<file path="src/rtl/cpu_types_pkg.sv">
// Shared CPU datapath types; the fetch queue entry pairs an instruction with its PC+4.
package cpu_types_pkg;

  localparam int WORD_W = 32;

  typedef logic [WORD_W-1:0] word_t;

  typedef struct packed {
    word_t instr;
    word_t pcp4;
  } fetchq_entry_t;

endpackage

</file>
<file path="src/rtl/fetchq_buf.sv">
// Circular entry buffer for the fetch queue: storage, head/tail pointers and occupancy.
// Clear has priority over write and pop; entries are not reset, only the pointers.
module fetchq_buf
  import cpu_types_pkg::*;
#(
  parameter int DEPTH = 4
) (
  input  logic                         CLK,
  input  logic                         nRST,
  input  logic                         clear,
  input  logic                         write,
  input  fetchq_entry_t                wdata,
  input  logic                         pop,
  output fetchq_entry_t                head,
  output logic [$clog2(DEPTH+1)-1:0]   count
);

  localparam int AW = $clog2(DEPTH);

  fetchq_entry_t   mem [DEPTH];
  logic [AW-1:0]   head_ptr;
  logic [AW-1:0]   tail_ptr;
  logic            do_write;
  logic            do_pop;

  assign do_write = write && !clear;
  assign do_pop   = pop && !clear;
  assign head     = mem[head_ptr];

  always_ff @(posedge CLK) begin
    if (do_write) mem[tail_ptr] <= wdata;
  end

  // power-of-two depth lets the pointers wrap by natural overflow
  always_ff @(posedge CLK or negedge nRST) begin
    if (!nRST) begin
      head_ptr <= '0;
      tail_ptr <= '0;
      count    <= '0;
    end else if (clear) begin
      head_ptr <= '0;
      tail_ptr <= '0;
      count    <= '0;
    end else begin
      if (do_write) tail_ptr <= tail_ptr + 1'b1;
      if (do_pop)   head_ptr <= head_ptr + 1'b1;
      case ({do_write, do_pop})
        2'b10:   count <= count + 1'b1;
        2'b01:   count <= count - 1'b1;
        default: count <= count;
      endcase
    end
  end

endmodule

</file>
<file path="src/rtl/fetch_queue.sv">
// Instruction fetch queue: PC register, fetch handshake and decode-side head presentation.
// Optional same-cycle bypass of an empty queue is enabled by defining FETCHQ_BYPASS_EN.
module fetch_queue
  import cpu_types_pkg::*;
#(
  parameter int    DEPTH   = 4,
  parameter word_t PC_INIT = 32'h0
) (
  input  logic                         CLK,
  input  logic                         nRST,
  input  logic                         ihit,
  input  logic [31:0]                  imemload,
  output logic                         imemREN,
  output logic [31:0]                  imemaddr,
  input  logic                         redirect,
  input  logic [31:0]                  redirect_pc,
  input  logic                         halt,
  input  logic                         deq,
  output logic                         valid_out,
  output logic [31:0]                  instr_out,
  output logic [31:0]                  pcp4_out,
  output logic [$clog2(DEPTH+1)-1:0]   count
);

  localparam int CW = $clog2(DEPTH+1);
  localparam logic [CW-1:0] FULL = CW'(DEPTH);

  word_t          pc;
  word_t          pcp4;
  logic           fetch;
  logic           has_entry;
  logic           byp;
  logic           write;
  logic           pop;
  fetchq_entry_t  head;
  fetchq_entry_t  wdata;
  fetchq_entry_t  head_sel;

  assign pcp4      = pc + 32'd4;
  assign imemaddr  = pc;
  assign imemREN   = !halt && !redirect && (count < FULL);
  assign fetch     = imemREN && ihit;
  assign has_entry = (count != '0);

`ifdef FETCHQ_BYPASS_EN
  assign byp = fetch && !has_entry;
`else
  assign byp = 1'b0;
`endif

  // a bypassed word consumed in the same cycle never touches storage
  assign write = fetch && !(byp && deq);
  assign pop   = deq && has_entry && !redirect;

  assign wdata.instr = imemload;
  assign wdata.pcp4  = pcp4;

  assign valid_out = has_entry || byp;
  assign head_sel  = has_entry ? head : wdata;
  assign instr_out = valid_out ? head_sel.instr : '0;
  assign pcp4_out  = valid_out ? head_sel.pcp4  : '0;

  always_ff @(posedge CLK or negedge nRST) begin
    if (!nRST) begin
      pc <= PC_INIT;
    end else if (redirect) begin
      pc <= redirect_pc & ~32'h3;
    end else if (fetch) begin
      pc <= pcp4;
    end
  end

  fetchq_buf #(.DEPTH(DEPTH)) u_buf (
    .CLK   (CLK),
    .nRST  (nRST),
    .clear (redirect),
    .write (write),
    .wdata (wdata),
    .pop   (pop),
    .head  (head),
    .count (count)
  );

endmodule

</file>
<file path="config.mk">
export PLATFORM = sky130hd
export DESIGN_NAME = fetch_queue
export DESIGN_NICKNAME = d
export VERILOG_FILES = /design/src/rtl/cpu_types_pkg.sv /design/src/rtl/fetchq_buf.sv /design/src/rtl/fetch_queue.sv
export SDC_FILE = /design/constraint.sdc
export NUM_CORES = 1
export LEC_CHECK = 0
export ABC_AREA = 1
export ABC_CLOCK_PERIOD_IN_PS = 5050
export CAP_MARGIN = 20
export CELL_PAD_IN_SITES_DETAIL_PLACEMENT = 1
export CELL_PAD_IN_SITES_GLOBAL_PLACEMENT = 2
export CORE_ASPECT_RATIO = 1.2
export CORE_MARGIN = 5
export CORE_UTILIZATION = 35
export CTS_BUF_LIST = sky130_fd_sc_hd__clkbuf_4 sky130_fd_sc_hd__clkbuf_8 sky130_fd_sc_hd__clkbuf_16
export DETAILED_ROUTE_END_ITERATION = 6
export PLACE_DENSITY_LB_ADDON = 0.25
export SYNTH_ARGS = -nofsm -noshare
export SYNTH_HDL_FRONTEND = slang
export SYNTH_SLANG_ARGS = --single-unit
</file>
<file path="constraint.sdc">
create_clock -name CLK -period 5.05 [get_ports CLK]
set_clock_uncertainty 0.1 [all_clocks]
set_input_delay 1.2625 -clock CLK [delete_from_list [all_inputs] [get_ports CLK]]
set_output_delay 1.2625 -clock CLK [all_outputs]
set_load 0.05 [all_outputs]
</file>
==> results.md <==
| Group | Result | Value |
|---|---|---|
| clocking | Clock Root Buffer | sky130_fd_sc_hd__clkbuf_16 |
| route | Overall routed net length | 34600 um |
| logic synthesis | Share of Yosys cell area claimed by the top area cell type | 60.3% |
| logic synthesis | Yosys Warn Count | 0 |
| clocking | Clock Tree Buf Depth | 3 |
| power | Power Dens Cells | 534 mW/mm^2 |
| timing | RSZ-0062 raised after global routing | false |
| grt | Maximum number of pins on one net before global-route repair | 60 |
| route | Avg Vias per Cell | 4.83 |
| place | Post-DP HPWL | 22600 um |
| clocking | Count of clock tree sinks | 285 |
| timing | Period utilisation layout | 89.3% |
| clocking | Number of gates resized after cts | 0 |
| grt | Initial antenna violation count | 0 |
| setup path | Worst reg-to-reg path cell count | 4 |
| setup path | Reg-to-reg setup timing slack | 2.40 ns |
| place | Weighted congestion reported at the end of routability-driven placement | 0.794 |
| timing | Final Hold Slack | 0.480 ns |
| timing | Setup-violating endpoint count in the final report | 0 |
| power | Fraction of power spent switching nets | 39.5% |
| run status | Violations in the final reports | design-rule violations |
| setup path | Endpoint of the worst register-to-register path | u_buf.mem[2][35] |
| setup path | CP arrival | 3.15 ns |
| grt | Remaining global-route overflow | 0 |
| power | Leakage power of the design | 5.74 nW |
| timing | Top achievable clock speed | 222 MHz |
| setup path | Critical Path Source Type | flip-flop |
| logic synthesis | Avg Inst Size Synth | 10.4 um^2 |
| power | Internal Dissipation | 0.00501 W |
| grt | Global-route wire length before repair | 54200 um |
| clocking | Setup fix buffers added after clock tree synthesis | 0 |
| setup path | Series of cell instances along the critical path | inv_2 > buf_4 > o21ai_0 > a21oi_1 > clkdlybuf4s50_1 |
| setup path | Cell with the largest stage delay on the worst path | sky130_fd_sc_hd__clkdlybuf4s50_1 |
| timing | Remaining max-slew budget at the tightest pin | 34.6% |
| grt | Tot GR Track Use | 17.6% |
| route | Avg WL per Cell | 18.9 um |
| timing | Worst-Margin Slew | 0.981 ns |
| cells and area | Diodes inserted | 0 |
| cells and area | Net count, final | 1423 |
| die | Core region area | 0.0349 mm^2 |
| power | Clock power frac | 27.7% |
| power | Sequential share of power | 33.8% |
| die | Initial Utilization | 35.4% |
| logic synthesis | Proportion of synthesized chip area in sequential cells | 67.8% |
| clocking | Later-pin clock latency in the skew report | 0.54 ns |
| timing | Setup_tns | 0 ns |
| setup path | CP max FO | 30 |
| route | Starting DRC count in detailed routing | 358 |
| setup path | Worst endpoint required time | 3.69 ns |
| cells and area | Area added between synthesis and finish | 25.8% |
| setup path | FF-to-FF Start | u_buf.count[2] |
| power | Sw power | 0.00328 W |
| logic synthesis | Netlist area before placement | 0.0123 mm^2 |
| hold path | Min-Delay Path Class | flip-flop to flip-flop |
| cells and area | Fraction of final layout cells sized beyond drive strength 1 | 10.1% |
| clocking | TritonCTS Buffers | 29 |
| cells and area | Layout fillers | 3872 |
| run | Max capacitance violation total | 0 |
| clocking | Clock slew at reported path FFs | 0.06 ns |
| route | Vias post-DR | 8846 |
| run status | Run status | finished, violations left |
| route | Total iterations of the first detailed-routing run | 7 |
| route | Number of DRC violations after detailed routing | 2 |
| clocking | H-tree level count | 1 |
| die | Die Area | 0.0391 mm^2 |
| place | Port Buffer Count | 164 |
| setup path | Slowest Stage Delay on Critical Path | 0.83 ns |
| die | IO Pins | 171 |
| power | Peak supply drop | 0.297 mV |
| setup path | Critical path class | flip-flop to primary output |
| power | Part of the power in combinational logic | 38.6% |
| hold path | Number of cells on the worst hold path | 2 |
| power | Power consumption | 0.00829 W |
| clocking | # hold bufs at CTS | 0 |
| setup path | Kind of capture point of the worst setup path | primary output |
| timing | Final slew viol count | 0 |
| hold path | Endpoint with the worst hold slack | u_buf.count[0] |
| die | Die extent in x | 181 um |
| die | Row count | 75 |
| timing | Final hold viol count | 0 |
| logic synthesis | Post-Syn Instances | 1185 |
| hold path | Hold Startpoint | u_buf.count[0] |
| clocking | Clock tree from TritonCTS | yes |
| die | Y dimension of the die | 216 um |
| logic synthesis | Synth Register Bits | 285 |
| logic synthesis | Top cells by area in the synthesized netlist | sky130_fd_sc_hd__edfxtp_1, sky130_fd_sc_hd__nor2_1, sky130_fd_sc_hd__dfrtp_1 |
| logic synthesis | Biggest area consumer among synthesized cells | sky130_fd_sc_hd__edfxtp_1 |
| grt | Vias in the first global route | 9640 |
| logic synthesis | Number of library cell types mapped by synthesis | 32 |
| timing | Post-layout minimum cycle time | 4.51 ns |
| route | Number of nets with antenna violations after detailed routing | 0 |
## critical path: cells and delay by family (launching register included)
| family | cells | cell delay (ns) |
|---|---|---|
| buffers and inverters | 3 | 1.64 |
| DFF | 1 | 0.59 |
| AOI/OAI and AO/OA | 2 | 0.34 |
## synth_stat cells (all sizes together)
library cell  instances
nor2                305
edfxtp              248
nand2               194
o21ai               146
inv                  67
a21oi                65
dfrtp                37
buf                  30
clkbuf               30
nand3                29
xor2                 10
ha                    5
xnor2                 4
and2                  3
nor3                  3
o211ai                3
clkinv                1
conb                  1
fa                    1
nand3b                1
nand4                 1
o21bai                1
## flip-flops by register name (all words and copies together), names as in the netlist
signal	count
imemaddr	30
u_buf.count	3
u_buf.head_ptr	2
u_buf.mem	248
u_buf.tail_ptr	2
## layout make-up
cell class	count	area [um^2]	area share (%)
sequential	285	8380	54.0
clock inverter	15	234	1.51
timing repair buffer	188	1800	11.6
tap	462	578	3.72
clock buffer	38	806	5.19
inverter	68	258	1.66
multi-input combinational	775	3480	22.4
## cell usage in the layout (no fill, tap or decap), drive strengths merged, types with 29 or more instances in the layout
master / n
nor2: 305
dfrtp: 37
a21oi: 65
o21ai: 146
clkbuf: 38
inv: 66
nand2: 194
clkdlybuf4s50: 130
nand3: 29
edfxtp: 248
buf: 58
## cell families (layout without fill, tap and decap cells)
group / count (synthesis) / count (layout) / synth area share [%]
XOR/XNOR: 14 / 14 / 1.11
other: 1 / 4 / 0.0304
AND/OR/NAND/NOR: 536 / 536 / 17.2
AO/OA/AOI/OAI: 215 / 215 / 8.83
buffers and inverters: 128 / 309 / 4.35
adder cells (fa/ha/maj): 6 / 6 / 0.669
flip-flops: 285 / 285 / 67.8
## metrics by stage
stage	worst slack (ns)	area, um^2	util (%)	std cells
global route	0.318	15500	44.5	1831
finish	0.542	15500	44.5	1831
CTS	0.456	15500	44.5	1831
global placement	0.882	14500	41.5	1778
detailed placement	0.892	14500	41.5	1778
floorplan	0.0800	12400	-	1188
## power groups by stage
stage / Combinational [W] / Sequential, W / Clock [W]
after global routing: 0.00341 / 0.00282 / 0.00246
after global placement: 0.00321 / 0.00285 / 0
final: 0.00320 / 0.00280 / 0.00229
after CTS: 0.00325 / 0.00280 / 0.00236
after detailed placement: 0.00324 / 0.00285 / 0
after floorplan: 0.00197 / 0.00295 / 0
## per-layer routing
metal	routed length, um	global-route usage [%]
met1	14600	21.9
met2	17500	31.7
met3	1620	2.66
met4	902	4.73
met5	0	0
## worst max-delay path by stage
stage / end / start / cells past startpoint / slack [ns]
finish: instr_out[6] / u_buf.head_ptr[0] / 5 / 0.54
global route: instr_out[6] / u_buf.head_ptr[0] / 5 / 0.32
CTS: instr_out[6] / u_buf.head_ptr[0] / 5 / 0.46
detailed placement: u_buf.mem[2][37] / redirect / 6 / 0.89
global placement: u_buf.mem[2][40] / redirect / 6 / 0.88
floorplan: u_buf.mem[0][10] / redirect / 5 / 0.08
No activity file was read; power rests on OpenSTA's default activity.
